$ cat src/rtl/idelay_tap_cal_pkg.sv
// idelay_tap_cal_pkg: shared types and helpers for the IDELAY tap calibrator.
// Optional build macro handled by the users of this package:
// IDELAY_TAP_CAL_ROT_MATCH_EN.
package idelay_tap_cal_pkg;

    typedef enum logic [3:0] {
        S_IDLE,
        S_LOAD,
        S_SETTLE,
        S_SAMPLE,
        S_STEP,
        S_CTR_LD,
        S_CTR_SETTLE,
        S_CTR_INC,
        S_FINISH
    } state_t;

    localparam logic [7:0] DEFAULT_PATTERN = 8'h5C;
    localparam int         DEFAULT_SETTLE  = 8;

    // Centre of a window.
    // For any window that fits inside the tap range, start + len/2 stays
    // below TAPS, so callers may truncate the result to TW+1 bits.
    function automatic logic [15:0] calc_centre(input logic [15:0] start,
                                                input logic [15:0] len);
        return start + (len >> 1);
    endfunction

endpackage

$ cat src/rtl/idelay_tap_cal_win.sv
// idelay_tap_cal_win: per-tap pass/fail run tracker and best-window registers.
// IDELAY_TAP_CAL_ROT_MATCH_EN adds tracking of the rotation seen at the start
// of each window.
module idelay_tap_cal_win
    import idelay_tap_cal_pkg::*;
#(
    parameter int TW = 5
`ifdef IDELAY_TAP_CAL_ROT_MATCH_EN
    , parameter int RW = 3
`endif
) (
    input  logic          clk_i,
    input  logic          rst_i,
    input  logic          clr_i,
    input  logic          upd_i,
    input  logic [TW-1:0] tap_i,
    input  logic          pass_i,
`ifdef IDELAY_TAP_CAL_ROT_MATCH_EN
    input  logic [RW-1:0] rot_i,
    output logic [RW-1:0] best_rot_o,
`endif
    output logic [TW-1:0] best_start_o,
    output logic [TW:0]   best_len_o
);

    logic [TW-1:0] cur_start_q, cur_start_d, best_start_q, best_start_d;
    logic [TW:0]   cur_len_q, cur_len_d, best_len_q, best_len_d;
`ifdef IDELAY_TAP_CAL_ROT_MATCH_EN
    logic [RW-1:0] cur_rot_q, cur_rot_d, best_rot_q, best_rot_d;
`endif

    // Extend or restart the current run.
    // Promote the run to best only when it is strictly longer, so ties keep
    // the earliest window.
    always_comb begin
        cur_start_d  = cur_start_q;
        cur_len_d    = cur_len_q;
        best_start_d = best_start_q;
        best_len_d   = best_len_q;
`ifdef IDELAY_TAP_CAL_ROT_MATCH_EN
        cur_rot_d    = cur_rot_q;
        best_rot_d   = best_rot_q;
`endif
        if (clr_i) begin
            cur_start_d  = '0;
            cur_len_d    = '0;
            best_start_d = '0;
            best_len_d   = '0;
`ifdef IDELAY_TAP_CAL_ROT_MATCH_EN
            cur_rot_d    = '0;
            best_rot_d   = '0;
`endif
        end else if (upd_i) begin
            if (pass_i) begin
                if (cur_len_q == '0 || tap_i == '0) begin
                    cur_start_d = tap_i;
                    cur_len_d   = (TW+1)'(1);
`ifdef IDELAY_TAP_CAL_ROT_MATCH_EN
                    cur_rot_d   = rot_i;
`endif
                end else begin
                    cur_len_d = cur_len_q + (TW+1)'(1);
                end
            end else begin
                cur_len_d = '0;
            end
            if (cur_len_d > best_len_q) begin
                best_start_d = cur_start_d;
                best_len_d   = cur_len_d;
`ifdef IDELAY_TAP_CAL_ROT_MATCH_EN
                best_rot_d   = cur_rot_d;
`endif
            end
        end
    end

    // Window state registers.
    always_ff @(posedge clk_i or posedge rst_i) begin
        if (rst_i) begin
            cur_start_q  <= '0;
            cur_len_q    <= '0;
            best_start_q <= '0;
            best_len_q   <= '0;
`ifdef IDELAY_TAP_CAL_ROT_MATCH_EN
            cur_rot_q    <= '0;
            best_rot_q   <= '0;
`endif
        end else begin
            cur_start_q  <= cur_start_d;
            cur_len_q    <= cur_len_d;
            best_start_q <= best_start_d;
            best_len_q   <= best_len_d;
`ifdef IDELAY_TAP_CAL_ROT_MATCH_EN
            cur_rot_q    <= cur_rot_d;
            best_rot_q   <= best_rot_d;
`endif
        end
    end

    assign best_start_o = best_start_q;
    assign best_len_o   = best_len_q;
`ifdef IDELAY_TAP_CAL_ROT_MATCH_EN
    assign best_rot_o   = best_rot_q;
`endif

endmodule

$ cat src/rtl/idelay_tap_cal.sv
// idelay_tap_cal: sweeps all IDELAY taps against a training word and parks
// the delay line in the centre of the longest passing window.
// IDELAY_TAP_CAL_ROT_MATCH_EN: accept any bit-rotation of the pattern and
// report the rotation on pat_rot_o.
module idelay_tap_cal
    import idelay_tap_cal_pkg::*;
#(
    parameter int            TAPS    = 32,
    parameter int            TW      = 5,
    parameter int            DW      = 8,
    parameter logic [DW-1:0] PATTERN = DW'(DEFAULT_PATTERN),
    parameter int            SETTLE  = DEFAULT_SETTLE,
    parameter int            SAMPLES = 16
) (
    input  logic          clk_i,
    input  logic          rst_i,
    input  logic          start_i,
    input  logic [DW-1:0] rx_data_i,
    output logic          idelay_ce_o,
    output logic          idelay_inc_o,
    output logic          idelay_ld_o,
    output logic [TW-1:0] tap_o,
    output logic          busy_o,
    output logic          done_o,
    output logic          error_o,
    output logic [TW:0]   eye_width_o
`ifdef IDELAY_TAP_CAL_ROT_MATCH_EN
    , output logic [$clog2(DW)-1:0] pat_rot_o
`endif
);

    localparam int CW = 16;

    state_t        state_q, state_d;
    logic [CW-1:0] cnt_q, cnt_d;
    logic [TW-1:0] tap_q, tap_d;
    logic          pass_q, pass_d;
    logic          busy_q, busy_d, done_q, done_d, error_q, error_d;
    logic [TW:0]   eye_q, eye_d;
    logic          match, win_clr, win_upd;
    logic [TW-1:0] best_start;
    logic [TW:0]   best_len, centre;

`ifdef IDELAY_TAP_CAL_ROT_MATCH_EN
    localparam int RW = $clog2(DW);
    localparam logic [2*DW-1:0] PAT2 = {PATTERN, PATTERN};
    logic [RW-1:0] rot_now, rot_in, best_rot;
    logic [RW-1:0] first_rot_q, first_rot_d, pat_rot_q, pat_rot_d;

    // Match any rotation of the pattern; the lowest matching rotation wins.
    always_comb begin
        match   = 1'b0;
        rot_now = '0;
        for (int r = DW-1; r >= 0; r--) begin
            if (rx_data_i == PAT2[2*DW-1-r -: DW]) begin
                match   = 1'b1;
                rot_now = RW'(r);
            end
        end
    end

    // The rotation reported for a tap is the one seen on its first sample.
    assign rot_in = (cnt_q == '0) ? rot_now : first_rot_q;
`else
    assign match = (rx_data_i == PATTERN);
`endif

    idelay_tap_cal_win #(
        .TW(TW)
`ifdef IDELAY_TAP_CAL_ROT_MATCH_EN
        , .RW(RW)
`endif
    ) u_win (
        .clk_i       (clk_i),
        .rst_i       (rst_i),
        .clr_i       (win_clr),
        .upd_i       (win_upd),
        .tap_i       (tap_q),
        .pass_i      (pass_q & match),
`ifdef IDELAY_TAP_CAL_ROT_MATCH_EN
        .rot_i       (rot_in),
        .best_rot_o  (best_rot),
`endif
        .best_start_o(best_start),
        .best_len_o  (best_len)
    );

    // With no passing tap, best_start and best_len are both 0, so the target
    // centre is tap 0 without needing a special case.
    assign centre = (TW+1)'(calc_centre(16'(best_start), 16'(best_len)));

    // Sequence the sweep and centring.
    // The counter is shared by the settle and sample phases and is always
    // left at 0 on exit from either phase.
    always_comb begin
        state_d = state_q;
        cnt_d   = cnt_q;
        tap_d   = tap_q;
        pass_d  = pass_q;
        busy_d  = busy_q;
        done_d  = done_q;
        error_d = error_q;
        eye_d   = eye_q;
        win_clr = 1'b0;
        win_upd = 1'b0;
`ifdef IDELAY_TAP_CAL_ROT_MATCH_EN
        first_rot_d = first_rot_q;
        pat_rot_d   = pat_rot_q;
`endif
        case (state_q)
            S_IDLE: begin
                if (start_i) begin
                    state_d = S_LOAD;
                    busy_d  = 1'b1;
                    done_d  = 1'b0;
                    error_d = 1'b0;
                    eye_d   = '0;
                    win_clr = 1'b1;
                end
            end
            S_LOAD: begin
                tap_d   = '0;
                cnt_d   = '0;
                state_d = S_SETTLE;
            end
            S_SETTLE: begin
                if (cnt_q == CW'(SETTLE-1)) begin
                    cnt_d   = '0;
                    pass_d  = 1'b1;
                    state_d = S_SAMPLE;
                end else begin
                    cnt_d = cnt_q + CW'(1);
                end
            end
            S_SAMPLE: begin
                pass_d = pass_q & match;
`ifdef IDELAY_TAP_CAL_ROT_MATCH_EN
                if (cnt_q == '0) first_rot_d = rot_now;
`endif
                if (cnt_q == CW'(SAMPLES-1)) begin
                    win_upd = 1'b1;
                    cnt_d   = '0;
                    state_d = (tap_q == TW'(TAPS-1)) ? S_CTR_LD : S_STEP;
                end else begin
                    cnt_d = cnt_q + CW'(1);
                end
            end
            S_STEP: begin
                tap_d   = tap_q + TW'(1);
                state_d = S_SETTLE;
            end
            S_CTR_LD: begin
                tap_d   = '0;
                cnt_d   = '0;
                state_d = S_CTR_SETTLE;
            end
            S_CTR_SETTLE: begin
                if (cnt_q == CW'(SETTLE-1)) begin
                    cnt_d   = '0;
                    state_d = ({1'b0, tap_q} == centre) ? S_FINISH : S_CTR_INC;
                end else begin
                    cnt_d = cnt_q + CW'(1);
                end
            end
            S_CTR_INC: begin
                tap_d   = tap_q + TW'(1);
                state_d = S_CTR_SETTLE;
            end
            S_FINISH: begin
                done_d  = 1'b1;
                error_d = (best_len == '0);
                eye_d   = best_len;
                busy_d  = 1'b0;
`ifdef IDELAY_TAP_CAL_ROT_MATCH_EN
                pat_rot_d = best_rot;
`endif
                state_d = S_IDLE;
            end
            default: state_d = S_IDLE;
        endcase
    end

    // State and output registers.
    always_ff @(posedge clk_i or posedge rst_i) begin
        if (rst_i) begin
            state_q <= S_IDLE;
            cnt_q   <= '0;
            tap_q   <= '0;
            pass_q  <= 1'b0;
            busy_q  <= 1'b0;
            done_q  <= 1'b0;
            error_q <= 1'b0;
            eye_q   <= '0;
`ifdef IDELAY_TAP_CAL_ROT_MATCH_EN
            first_rot_q <= '0;
            pat_rot_q   <= '0;
`endif
        end else begin
            state_q <= state_d;
            cnt_q   <= cnt_d;
            tap_q   <= tap_d;
            pass_q  <= pass_d;
            busy_q  <= busy_d;
            done_q  <= done_d;
            error_q <= error_d;
            eye_q   <= eye_d;
`ifdef IDELAY_TAP_CAL_ROT_MATCH_EN
            first_rot_q <= first_rot_d;
            pat_rot_q   <= pat_rot_d;
`endif
        end
    end

    // Delay-line strobes are decoded from state.
    // They drop together with the state on reset, and CE and LD can never
    // coincide.
    assign idelay_ld_o  = (state_q == S_LOAD) || (state_q == S_CTR_LD);
    assign idelay_ce_o  = (state_q == S_STEP) || (state_q == S_CTR_INC);
    assign idelay_inc_o = idelay_ce_o;
    assign tap_o        = tap_q;
    assign busy_o       = busy_q;
    assign done_o       = done_q;
    assign error_o      = error_q;
    assign eye_width_o  = eye_q;
`ifdef IDELAY_TAP_CAL_ROT_MATCH_EN
    assign pat_rot_o    = pat_rot_q;
`endif

endmodule

$ cat config.mk
export PLATFORM = sky130hd
export DESIGN_NAME = idelay_tap_cal
export DESIGN_NICKNAME = d
export VERILOG_FILES = /design/src/rtl/idelay_tap_cal_pkg.sv /design/src/rtl/idelay_tap_cal_win.sv /design/src/rtl/idelay_tap_cal.sv
export SDC_FILE = /design/constraint.sdc
export NUM_CORES = 1
export LEC_CHECK = 0
export ABC_CLOCK_PERIOD_IN_PS = 3500
export CAP_MARGIN = 20
export CORE_AREA = 2 2 92 94
export CTS_CLUSTER_SIZE = 24
export DETAILED_ROUTE_END_ITERATION = 16
export DIE_AREA = 0 0 94 96
export PLACE_DENSITY = 0.66
export SLEW_MARGIN = 10
export SYNTH_ARGS = -nofsm -noshare
export SYNTH_HDL_FRONTEND = slang
export SYNTH_SLANG_ARGS = --single-unit
$ cat constraint.sdc
create_clock -name clk_i -period 3.5 [get_ports clk_i]
set_input_delay 0.7 -clock clk_i [delete_from_list [all_inputs] [get_ports clk_i]]
set_output_delay 0.7 -clock clk_i [all_outputs]
set_load 0.03 [all_outputs]
==> results.ini <==
[global_routing]
grt_pass1_wl_mm=13.24
grt.total_usage_pct=18.78
grt_pass1_vias=2729
gr-total-overflow=0
antenna_found_initial=0
grt_max_degree=58

[power_and_ir_drop]
vdd_drop_max_v=0.0001879
p_per_area_nw_per_um2=563.6
power_uw=2315
leakage_uw=0.001828

[layout]
nets=441
layout_commonest_cell=dfrtp_1
fillers=759
fin_util_pct=51.02
drive_gt1_share_pct=11.03
layout_common_cells=dfrtp_1 (57), nand2_1 (41), nor2_1 (34), clkdlybuf4s50_1 (27), inv_1 (24)
area_growth_syn_to_layout_pct=16.13
diodes=0

[synthesis]
synth-warning-count=0
syn-num-nets=412
synthArstFlopShare_pct=100.0
synth_seq_cells=57
synthCells=383
synth-edff-count=0
yosysUniqueCellTypes=60
synth.avg_cell_area_um2=9.235
ys_seq_area_share_pct=40.33
syn_area_um2=3537
synth_flop_cell=dfrtp_1

[setup_path]
start_kind=register
worstPathRequired_ns=3.71
path_class=register to register
slowest_stage=dfrtp_1
worst_ep_arrival_time_ns=3.43
end_kind=register
cp_max_fo=13
cp_cell_sequence=inv_1 > ha_1 > nor4b_1 > buf_4 > a31oi_2 > and2_0 > nand2_1 > inv_1 > ha_1 > a21oi_1 > a21boi_0 > o311a_4 > o21ai_0 > a21oi_1
cpPeakStageDelay_ns=0.48

[placement]
pre_cts_ws_ns=-0.06963
port_buffers=27
hpwl_mm=5.524
gp_congestion=0.8372

[clocking]
postCtsHoldBufs=0
cts_buffer_depth=2
clkTransAtPathRegs_ns=0.08
htreeDepth=3
clk_latency_ns=0.34
clock_sinks=57
postCtsSetupBuffers=0
cts_resized=0
numCtsBuffers=9
root_buffer=clkbuf_8
cts_tree=done

[sta]
rsz0062_at_grt=false
tightestPinTransition_ns=0.7547
worst_slack_ns=0.2795
timing.final.crit_share_pct=92.01
finalSetupViolCount=0
fmax_ghz=0.3105
hold_viol_final=0
relSlewSlack_pct=49.55
fin_tns_setup_ns=0
skew_ns=0.01087
slew_viol_final=0
finalCriticalPeriod_ns=3.220

[drt]
drtPass1Iterations=4
drt_iter0_markers=145
via_per_inst=5.377
wl_per_cell_um=14.97
vias=2807
drc=0
detail-route-antenna-nets=0
wl_mm=7.814

[outcome]
status=complete, no violations

[floorplan]
rows=33
die_w_um=94
die_area_um2=9024
ios=28
die_h_um=96
coreArea_um2=8051
initial_core_util_pct=43.93

[run]
maxCapViolCount=0

[worst_hold_path]
hp-class=register to register

[power by group]
group	internal (uW)	total, uW	leakage [uW]	switching, uW
Clock	327	616	0.0000912	290
Sequential	745	881	0.000769	136
Combinational	368	818	0.000968	450
[critical path: cells and delay by family (launching register included)]
family	cells	cell delay (ns)
simple gates	3	0.63
flops	1	0.48
buf+inv	3	0.41
fa+ha+maj	2	0.45
compound gates	6	1.10
[kinds of logic (layout without fill, tap and decap cells)]
kind of cell / after synthesis / count (layout) / synth area share [%]
simple gates: 158 / 158 / 24.41
flops: 57 / 57 / 40.33
compound gates: 69 / 69 / 13.72
buf+inv: 45 / 79 / 5.730
xor+xnor: 27 / 27 / 6.686
mux: 9 / 9 / 2.547
fa+ha+maj: 18 / 18 / 6.579
[flip-flops by register name, indices dropped and copies added, names as in the netlist, 4 cells and up]
register	flops
tap_o	5
u_win.cur_len_q	6
u_win.best_len_o	6
u_win.cur_start_q	5
state_q	4
cnt_q	16
u_win.best_start_o	5
eye_width_o	6
[cell usage after synthesis (3+ instances only)]
cell type / instances / area share (%)
dfrtp_1: 57 / 40
nand2_1: 41 / 4.4
nor2_1: 34 / 3.6
inv_1: 25 / 2.7
nand3_1: 23 / 3.3
o21ai_0: 21 / 3.0
xnor2_1: 21 / 5.2
ha_1: 17 / 6.0
a21oi_1: 11 / 1.6
nand4_1: 10 / 1.8
nor3_1: 10 / 1.4
buf_2: 9 / 1.3
mux2i_1: 9 / 2.5
clkbuf_1: 7 / 0.74
a22o_1: 6 / 1.5
xor2_1: 6 / 1.5
nand2b_1: 5 / 0.88
a21o_1: 4 / 0.85
and3_1: 4 / 0.71
a211oi_1: 3 / 0.64
nor2b_1: 3 / 0.53
nor3b_1: 3 / 0.64
nor4_1: 3 / 0.53
o31ai_1: 3 / 0.64
[stage by stage]
step,std cells,hold slack [ns],cell area [um2]
6_report,522,0.4874,4108
3_3_place_gp,506,0.4687,3913
4_1_cts,522,0.4918,4108
3_5_place_dp,506,0.4739,3913
2_1_floorplan,383,0.4688,3537
5_1_grt,522,0.5144,4108
[area by class of cell]
type	count	area (um2)	share of cell area (%)
multi-input cells	281	1908	46.45
flip-flops and latches	57	1426	34.72
repair buffers	38	352.8	8.590
well taps	105	131.4	3.198
clock buffers	9	123.9	3.016
inverters	25	93.84	2.284
clock inverters	7	71.32	1.736
[layer usage]
metal  vias up  global-route usage, %  share of wire, %
li1       1403                      -                 -
met3         6                  2.976               2.6
met5         -                      0                 0
met4         0                  7.729              0.79
met1      1346                  25.67                49
met2        52                  29.88                47
[worst paths after layout]
kind                            startpoint               endpoint  slack [ns]  depth (start not counted)
worst min register to register      done_o                 done_o        0.49                          1
worst max register to register    tap_o[1]  u_win.best_start_o[4]        0.28                         14
worst min-delay path                done_o                 done_o        0.49                          1
max in group asynchronous            rst_i               tap_o[2]        2.14                          3
min in group asynchronous            rst_i     u_win.cur_len_q[4]        0.88                          3
worst max-delay path              tap_o[1]  u_win.best_start_o[4]        0.28                         14
Note: power is estimated with default switching activity, not from simulation.
